## src/rtl/reg_bank_rd_pkg.sv

```systemverilog
// Shared constants for the register bank and the destination-select mux feeding WriteReg.
package reg_bank_rd_pkg;

  localparam int unsigned REG_ADDR_W = 5;
  localparam int unsigned NUM_REGS   = 32;

  localparam logic [REG_ADDR_W-1:0] REG_ZERO = 5'd0;
  localparam logic [REG_ADDR_W-1:0] REG_SP   = 5'd29;
  localparam logic [REG_ADDR_W-1:0] REG_RA   = 5'd31;

  localparam logic [31:0] SP_RESET_DEFAULT = 32'd227;

  typedef enum logic [1:0] {DstRt, DstRd, DstRa} dst_sel_e;

  // Destination-select mux: rt for immediates, rd for R-type, ra for link instructions.
  function automatic logic [REG_ADDR_W-1:0] dst_mux(input dst_sel_e sel,
                                                    input logic [REG_ADDR_W-1:0] rt,
                                                    input logic [REG_ADDR_W-1:0] rd);
    logic [REG_ADDR_W-1:0] dst;
    case (sel)
      DstRt:   dst = rt;
      DstRd:   dst = rd;
      DstRa:   dst = REG_RA;
      default: dst = REG_ZERO;
    endcase
    return dst;
  endfunction

endpackage

```

## src/rtl/reg_bank_rd_port.sv

```systemverilog
// One registered read port of the register bank.
// REG_BANK_BYPASS_EN forwards a same-edge committed write to the read result.
module reg_bank_rd_port
  import reg_bank_rd_pkg::*;
#(
  parameter int unsigned DATA_W = 32
) (
  input  logic                               clk_i,
  input  logic                               rst_ni,
  input  logic [NUM_REGS-1:0][DATA_W-1:0]    regs_i,
  input  logic [REG_ADDR_W-1:0]              rd_addr_i,
  input  logic                               wr_en_i,
  input  logic [REG_ADDR_W-1:0]              wr_addr_i,
  input  logic [DATA_W-1:0]                  wr_data_i,
  output logic [DATA_W-1:0]                  rd_data_o
);

  logic [DATA_W-1:0] rd_data_d, rd_data_q;

`ifdef REG_BANK_BYPASS_EN
  always_comb begin
    rd_data_d = regs_i[rd_addr_i];
    // Register 0 is never forwarded even if a stray write strobe targets it.
    if (wr_en_i && (wr_addr_i == rd_addr_i) && (wr_addr_i != REG_ZERO)) begin
      rd_data_d = wr_data_i;
    end
  end
`else
  logic unused_wr;
  assign unused_wr = ^{wr_en_i, wr_addr_i, wr_data_i};

  always_comb begin
    rd_data_d = regs_i[rd_addr_i];
  end
`endif

  always_ff @(posedge clk_i or negedge rst_ni) begin
    if (!rst_ni) begin
      rd_data_q <= '0;
    end else begin
      rd_data_q <= rd_data_d;
    end
  end

  assign rd_data_o = rd_data_q;

endmodule

```

## src/rtl/reg_bank_rd.sv

```systemverilog
// 32-entry register bank with two registered read ports and a write counter.
// Define REG_BANK_BYPASS_EN to forward same-edge writes to the read ports.
module reg_bank_rd
  import reg_bank_rd_pkg::*;
#(
  parameter int unsigned          DATA_W   = 32,
  parameter logic [DATA_W-1:0]    SP_RESET = DATA_W'(SP_RESET_DEFAULT)
) (
  input  logic                  clk,
  input  logic                  reset,
  input  logic                  RegWrite,
  input  logic [REG_ADDR_W-1:0] WriteReg,
  input  logic [DATA_W-1:0]     WriteData,
  input  logic [REG_ADDR_W-1:0] ReadReg1,
  input  logic [REG_ADDR_W-1:0] ReadReg2,
  output logic [DATA_W-1:0]     ReadData1,
  output logic [DATA_W-1:0]     ReadData2,
  output logic [7:0]            WriteCount
);

  logic [NUM_REGS-1:0][DATA_W-1:0] regs_d, regs_q;
  logic [7:0]                      wr_count_d, wr_count_q;
  logic                            wr_commit;

  // RegWrite gates first so an unknown WriteReg cannot enable a write.
  assign wr_commit = RegWrite && (WriteReg != REG_ZERO);

  always_comb begin
    regs_d     = regs_q;
    wr_count_d = wr_count_q;
    if (wr_commit) begin
      regs_d[WriteReg] = WriteData;
      wr_count_d       = wr_count_q + 8'd1;
    end
  end

  always_ff @(posedge clk or negedge reset) begin
    if (!reset) begin
      for (int i = 0; i < int'(NUM_REGS); i++) begin
        regs_q[i] <= (i == int'(REG_SP)) ? SP_RESET : '0;
      end
      wr_count_q <= '0;
    end else begin
      regs_q     <= regs_d;
      wr_count_q <= wr_count_d;
    end
  end

  assign WriteCount = wr_count_q;

  reg_bank_rd_port #(
    .DATA_W (DATA_W)
  ) u_port1 (
    .clk_i     (clk),
    .rst_ni    (reset),
    .regs_i    (regs_q),
    .rd_addr_i (ReadReg1),
    .wr_en_i   (wr_commit),
    .wr_addr_i (WriteReg),
    .wr_data_i (WriteData),
    .rd_data_o (ReadData1)
  );

  reg_bank_rd_port #(
    .DATA_W (DATA_W)
  ) u_port2 (
    .clk_i     (clk),
    .rst_ni    (reset),
    .regs_i    (regs_q),
    .rd_addr_i (ReadReg2),
    .wr_en_i   (wr_commit),
    .wr_addr_i (WriteReg),
    .wr_data_i (WriteData),
    .rd_data_o (ReadData2)
  );

endmodule

```

## config.mk

```make
export PLATFORM = sky130hd
export DESIGN_NAME = reg_bank_rd
export DESIGN_NICKNAME = d
export VERILOG_FILES = /design/src/rtl/reg_bank_rd_pkg.sv /design/src/rtl/reg_bank_rd_port.sv /design/src/rtl/reg_bank_rd.sv
export SDC_FILE = /design/constraint.sdc
export NUM_CORES = 2
export LEC_CHECK = 0
export BUFFER_PORTS_ARGS = -buffer_cell sky130_fd_sc_hd__buf_2
export CORE_ASPECT_RATIO = 0.9
export CORE_MARGIN = 5
export CORE_UTILIZATION = 40
export DETAILED_ROUTE_END_ITERATION = 8
export PLACE_DENSITY = 0.63
export SYNTH_ARGS = -nofsm -noshare
export SYNTH_HDL_FRONTEND = slang
export SYNTH_HIERARCHICAL = 1
export SYNTH_SLANG_ARGS = --single-unit
export TNS_END_PERCENT = 10
```

## constraint.sdc

```tcl
create_clock -name clk -period 1.4 [get_ports clk]
set_clock_uncertainty 0.1 [all_clocks]
set_input_delay 0.07 -clock clk [delete_from_list [all_inputs] [get_ports clk]]
set_output_delay 0.07 -clock clk [all_outputs]
set_load 0.02 [all_outputs]
```

# Word level (Yosys, flattened, before mapping)
# Cells that the tools add are included.
totals:
  romBits: 0
  latchBits: 0
  reg_bits: 1096
  mem_bits_rw: 0
  mem_count: 0
op_classes:
  magnitude_cmp: 4
  reduce_logical: 3
  n_eq_ne: 0
  addsub: 1
  div_mod_pow: 0
  bitwise_logic: 0
  mux: 7
  multipliers: 0
  shift: 0
ops:
  columns: ["operator", "count"]
  rows:
  - ["1024-bit bitwise mux", 1]
  - ["32-bit binary-select mux with 5-bit select", 2]
  - ["32-bit demux with 5-bit select", 1]
  - ["32-bit two-way mux", 3]
  - ["5-bit by 6-bit less-than comparator with 1-bit output, second input constant", 3]
  - ["8-bit by 1-bit adder with 8-bit output, second input constant", 1]
  - ["5-bit by 1-bit greater-or-equal comparator with 1-bit output, second input constant", 1]
  - ["5-bit nonzero test", 1]
  - ["1-bit logical AND", 2]

# Logic depth before layout (Yosys ltp)
logic_depth:
  word_depth: 5
  depth_mapped: 8

# By module
# The synthesis kept the hierarchy.
by_module_without_submodules:
  columns: ["mod", "area_per_inst_um2", "instances", "cells_each"]
  rows:
  - ["reg_bank_rd", 38547.0, 1, 2325]
  - ["reg_bank_rd_port", 9688.0, 2, 1190]

# Least setup slack after synthesis
# OpenSTA, ideal clock, no wires.
synth_path:
  path_kind: "input to register"
  startpoint: "in WriteReg[2]"
  endpoint: "reg regs_q[581] (netlist bit)"
  t_arrival_ns: 1.324
  path_slack_ns: -0.152
  path_stages: 6
  setup_time_ns: 0.127
  path_cell_list: "buf_2 > or2_1 > or2_1 > clkbuf_2 > buf_6 > mux2_1"
synth_via:
  elab_chain_len: 5
  word_cells_on_any_way: 8
  classes_between: "order compare (2); mux (3); reduce/logical (3)"
synth_rtl:
  columns: ["item", "line_no", "source"]
  rows:
  - ["from (decl)", "reg_bank_rd.sv:12", "input logic [REG_ADDR_W-1:0] WriteReg,"]
  - ["5-bit by 6-bit less-than comparator with 1-bit output (implied by the code) or 5-bit by 1-bit greater-or-equal comparator with 1-bit output (tied branches)", "reg_bank_rd.sv:32", "regs_d[WriteReg] = WriteData;"]
  - ["1-bit logical AND (implied by the code)", "reg_bank_rd.sv:32", null]
  - ["32-bit two-way mux (implied by the code)", "reg_bank_rd.sv:32", null]
  - ["32-bit demux with 5-bit select", "reg_bank_rd.sv:32", null]
  - ["1024-bit bitwise mux", "reg_bank_rd.sv:32", null]
  - ["to (signal, indexed assignment)", "reg_bank_rd.sv:40", "regs_q[i] <= (i == int'(REG_SP)) ? SP_RESET : '0;"]
  - ["to (signal assigned)", "reg_bank_rd.sv:44", "regs_q <= regs_d;"]
  - ["to (decl)", "reg_bank_rd.sv:21", "logic [NUM_REGS-1:0][DATA_W-1:0] regs_d, regs_q;"]
# Several ways; a longest one is shown, not always the timed one.
# A chain may end at the register's enable or synchronous reset.

# Worst setup path after layout
layout_path:
  startpoint: "reg u_port1.rd_data_q[17] (netlist: u_port1/rd_data_o[17])"
  endpoint: "out ReadData1[17]"
layout_rtl:
  columns: ["item", "line_no", "source"]
  rows:
  - ["from (decl)", "reg_bank_rd_port.sv:18", "logic [DATA_W-1:0] rd_data_d, rd_data_q;"]
  - ["from (signal assigned)", "reg_bank_rd_port.sv:41", "rd_data_q <= rd_data_d;"]
  - ["to (decl)", "reg_bank_rd.sv:16", "output logic [DATA_W-1:0] ReadData1,"]
# No word-level cell between the ends.

==> results.py <==
metrics = {
    "clock_tree": {
        "cts_tree": "done",
        "cts_buffers": 115,
        "clk_latency_ns": 0.75,
        "htree_levels": 3,
        "clock-sinks": 1096,
        "clk_pin_slew_worst_paths_ns": 0.07,
        "cts_buffer_depth": 3,
        "cts_root_buffer": "clkbuf_16",
    },
    "run_status": {
        "status": "finished, violations left",
        "violations": "setup timing",
    },
    "setup_path": {
        "required_ns": 1.23,
        "path_buf_inv": 1,
        "reg2reg_slack_ns": -0.11,
        "critPathSlowestCell": "dfrtp_2",
        "end_kind": "output port",
        "crit_path_max_fanout": 1,
        "max_stage_delay_ns": 0.46,
        "cp_top_family": "flip-flops",
        "crit_type": "reg -> out",
        "path_cells": "buf_6",
        "worstSetupStartpointType": "flip-flop",
        "arrival_ns": 1.37,
    },
    "global_routing": {
        "grt_max_degree": 99,
        "grt_pass1_vias": 42560,
        "antenna_found_initial": 3,
        "overflow": 0,
        "grt_pass1_wl_um": 279600,
        "grtUsageTotal_pct": 23.95,
    },
    "place": {
        "port_buffers": 121,
        "gp_congestion": 0.8451,
        "dp_cells": 6837,
        "dp_hpwl_um": 124000,
        "postPlaceCellArea_um2": 65390,
    },
    "timing": {
        "tightest_slew_ns": 0.6145,
        "final-max-slew-violation-count": 0,
        "worst_slew_margin_rel_pct": 59.03,
        "fin_crit_ns": 1.543,
        "rsz0062_at_grt": "true",
        "setup_tns_ns": -5.259,
        "setup_viol": 98,
        "finalHoldViolCount": 0,
        "fin_ws_ns": -0.1432,
        "clock.fmax_mhz": 648.0,
        "period_share_pct": 110.2,
    },
    "floorplan": {
        "die_h_um": 371.0,
        "dieArea_um2": 152500,
        "rows": 132,
        "coreArea_um2": 143900,
        "start_util_pct": 40.26,
        "die_w_um": 411.1,
        "pin_count": 122,
    },
    "yosys": {
        "syn_inst": 4704,
        "syn_area_um2": 57920,
        "avgSynthCellArea_um2": 12.31,
        "syn-num-nets": 4755,
        "yosysWarnings": 6,
    },
    "finish": {
        "final_cell_count_no_fill": 7114,
        "multi_input_comb_area_um2": 28370,
        "drive_above_1_share_pct": 37.28,
        "final_nets": 5129,
        "ff_latch_area_um2": 27440,
        "area_delta_synth_final_pct": 21.92,
        "antennaDiodeCount": 0,
        "fin_area_um2": 70620,
        "fillers": 12510,
    },
    "drt": {
        "drt_wl_total_um": 186200,
        "vias": 41520,
        "avgViaCountPerCell": 5.836,
        "first_iter_violations": 3499,
        "ant_nets": 0,
        "drt-pass1-iter-count": 5,
        "drc": 0,
        "post_drt_wl_per_cell_um": 26.18,
    },
    "pwr": {
        "clockPowerShare_pct": 33.9,
        "comb_power_share_pct": 20.7,
        "p_seq_share_pct": 45.4,
        "intPower_uw": 66480,
        "ir_drop_mv": 1.054,
        "leakagePower_uw": 0.03340,
        "switching_share_pct": 28.69,
        "power.density_nw_per_um2": 1320,
        "p_sw_uw": 26740,
    },
    "run": {
        "max_cap_violations": 0,
    },
    "min_path": {
        "min_path_type": "in -> reg",
    },
}
==> through the flow <==
| stage | total power (uW) | utilization [%] | setup slack, ns | hold WS, ns |
|---|---|---|---|---|
| 2_1_floorplan | 54310 | - | -0.1002 | -0.3256 |
| 3_3_place_gp | 60490 | 45.46 | -0.4539 | -0.1381 |
| 3_5_place_dp | 61230 | 45.46 | -0.4552 | -0.1376 |
| 4_1_cts | 93490 | 48.84 | -0.2116 | 0.0004446 |
| 5_1_grt | 97490 | 49.09 | -0.1920 | 0.01430 |
| 6_report | 93230 | 49.09 | -0.1432 | 0.01002 |
==> state kept, by name, summed over array words and instances, names as in the netlist <==
register / count
u_port1/rd_data_o: 32
u_port2/rd_data_o: 32
WriteCount: 8
regs_q: 1024
==> power groups by stage <==
stage | Sequential (uW) | Combinational [uW] | Clock, uW
global route | 43100 | 20800 | 33500
floorplan | 41800 | 12500 | 0
global placement | 42400 | 18100 | 0
CTS | 42200 | 19000 | 32200
detailed placement | 42700 | 18500 | 0
finish | 42400 | 19300 | 31600
==> per-layer routing <==
| layer | global-route usage, % | vias up | part of all wire, % |
|---|---|---|---|
| met5 | 0 | - | 0.0070 |
| met4 | 7.500 | 2 | 3.5 |
| met3 | 3.726 | 404 | 5.9 |
| met2 | 38.54 | 1482 | 46 |
| met1 | 33.32 | 21530 | 44 |
| li1 | - | 18100 | - |
==> final timing paths <==
check                                      startpoint               endpoint  cells after the start
min in group asynchronous                       reset            regs_q[126]                      4
worst max register to register            regs_q[241]  u_port2/rd_data_o[17]                      5
worst min-delay path                      WriteReg[0]            regs_q[259]                      5
worst min register to register             regs_q[21]             regs_q[21]                      0
worst max-delay path            u_port1/rd_data_o[17]          ReadData1[17]                      1
max in group asynchronous                       reset            regs_q[929]                      6
==> worst min-delay path: stages <==
cell and delay, ns:
buf_2 0.16, buf_4 0.17, nor3_4 0.06, nand2_2 0.17
mux2_2 0.18
==> placed cells by master (no fill, tap or decap), drive strengths merged <==
cell type / instances
a22oi: 192
dfrtp: 1091
clkbuf: 180
nor3: 66
mux2: 993
a21oi: 192
nor2b: 4
ha: 1
nand4: 6
dfstp: 5
bufinv: 7
nand4b: 3
nand2b: 7
and3: 1
nand2: 207
xor2: 4
inv: 2
buf: 677
a22o: 128
dlygate4sd3: 55
clkinvlp: 3
xnor2: 3
nor4: 3
nand3b: 1
and2: 2
clkinv: 19
nand3: 197
dlymetal6s4s: 5
nor3b: 2
nor2: 20
or2: 5
a31oi: 64
and2b: 2
mux2i: 1024
==> timing repair <==
item	in CTS	in global routing
setup endpoints to repair	95	1053
setup buffers	3	6
hold buffers	63	2
gates cloned	0	1
hold endpoints to repair	2136	8
pin swaps	21	30
gates resized for setup	84	74
==> final cells by class <==
cell class,instances,share of cell area [%]
Clock buffer,179,4.929
Clock inverter,31,0.5936
Multi-Input combinational cell,3127,40.17
Sequential cell,1096,38.86
Tap cell,1943,3.443
Timing Repair Buffer,738,12.01
No activity file was read; power rests on OpenSTA's default activity.
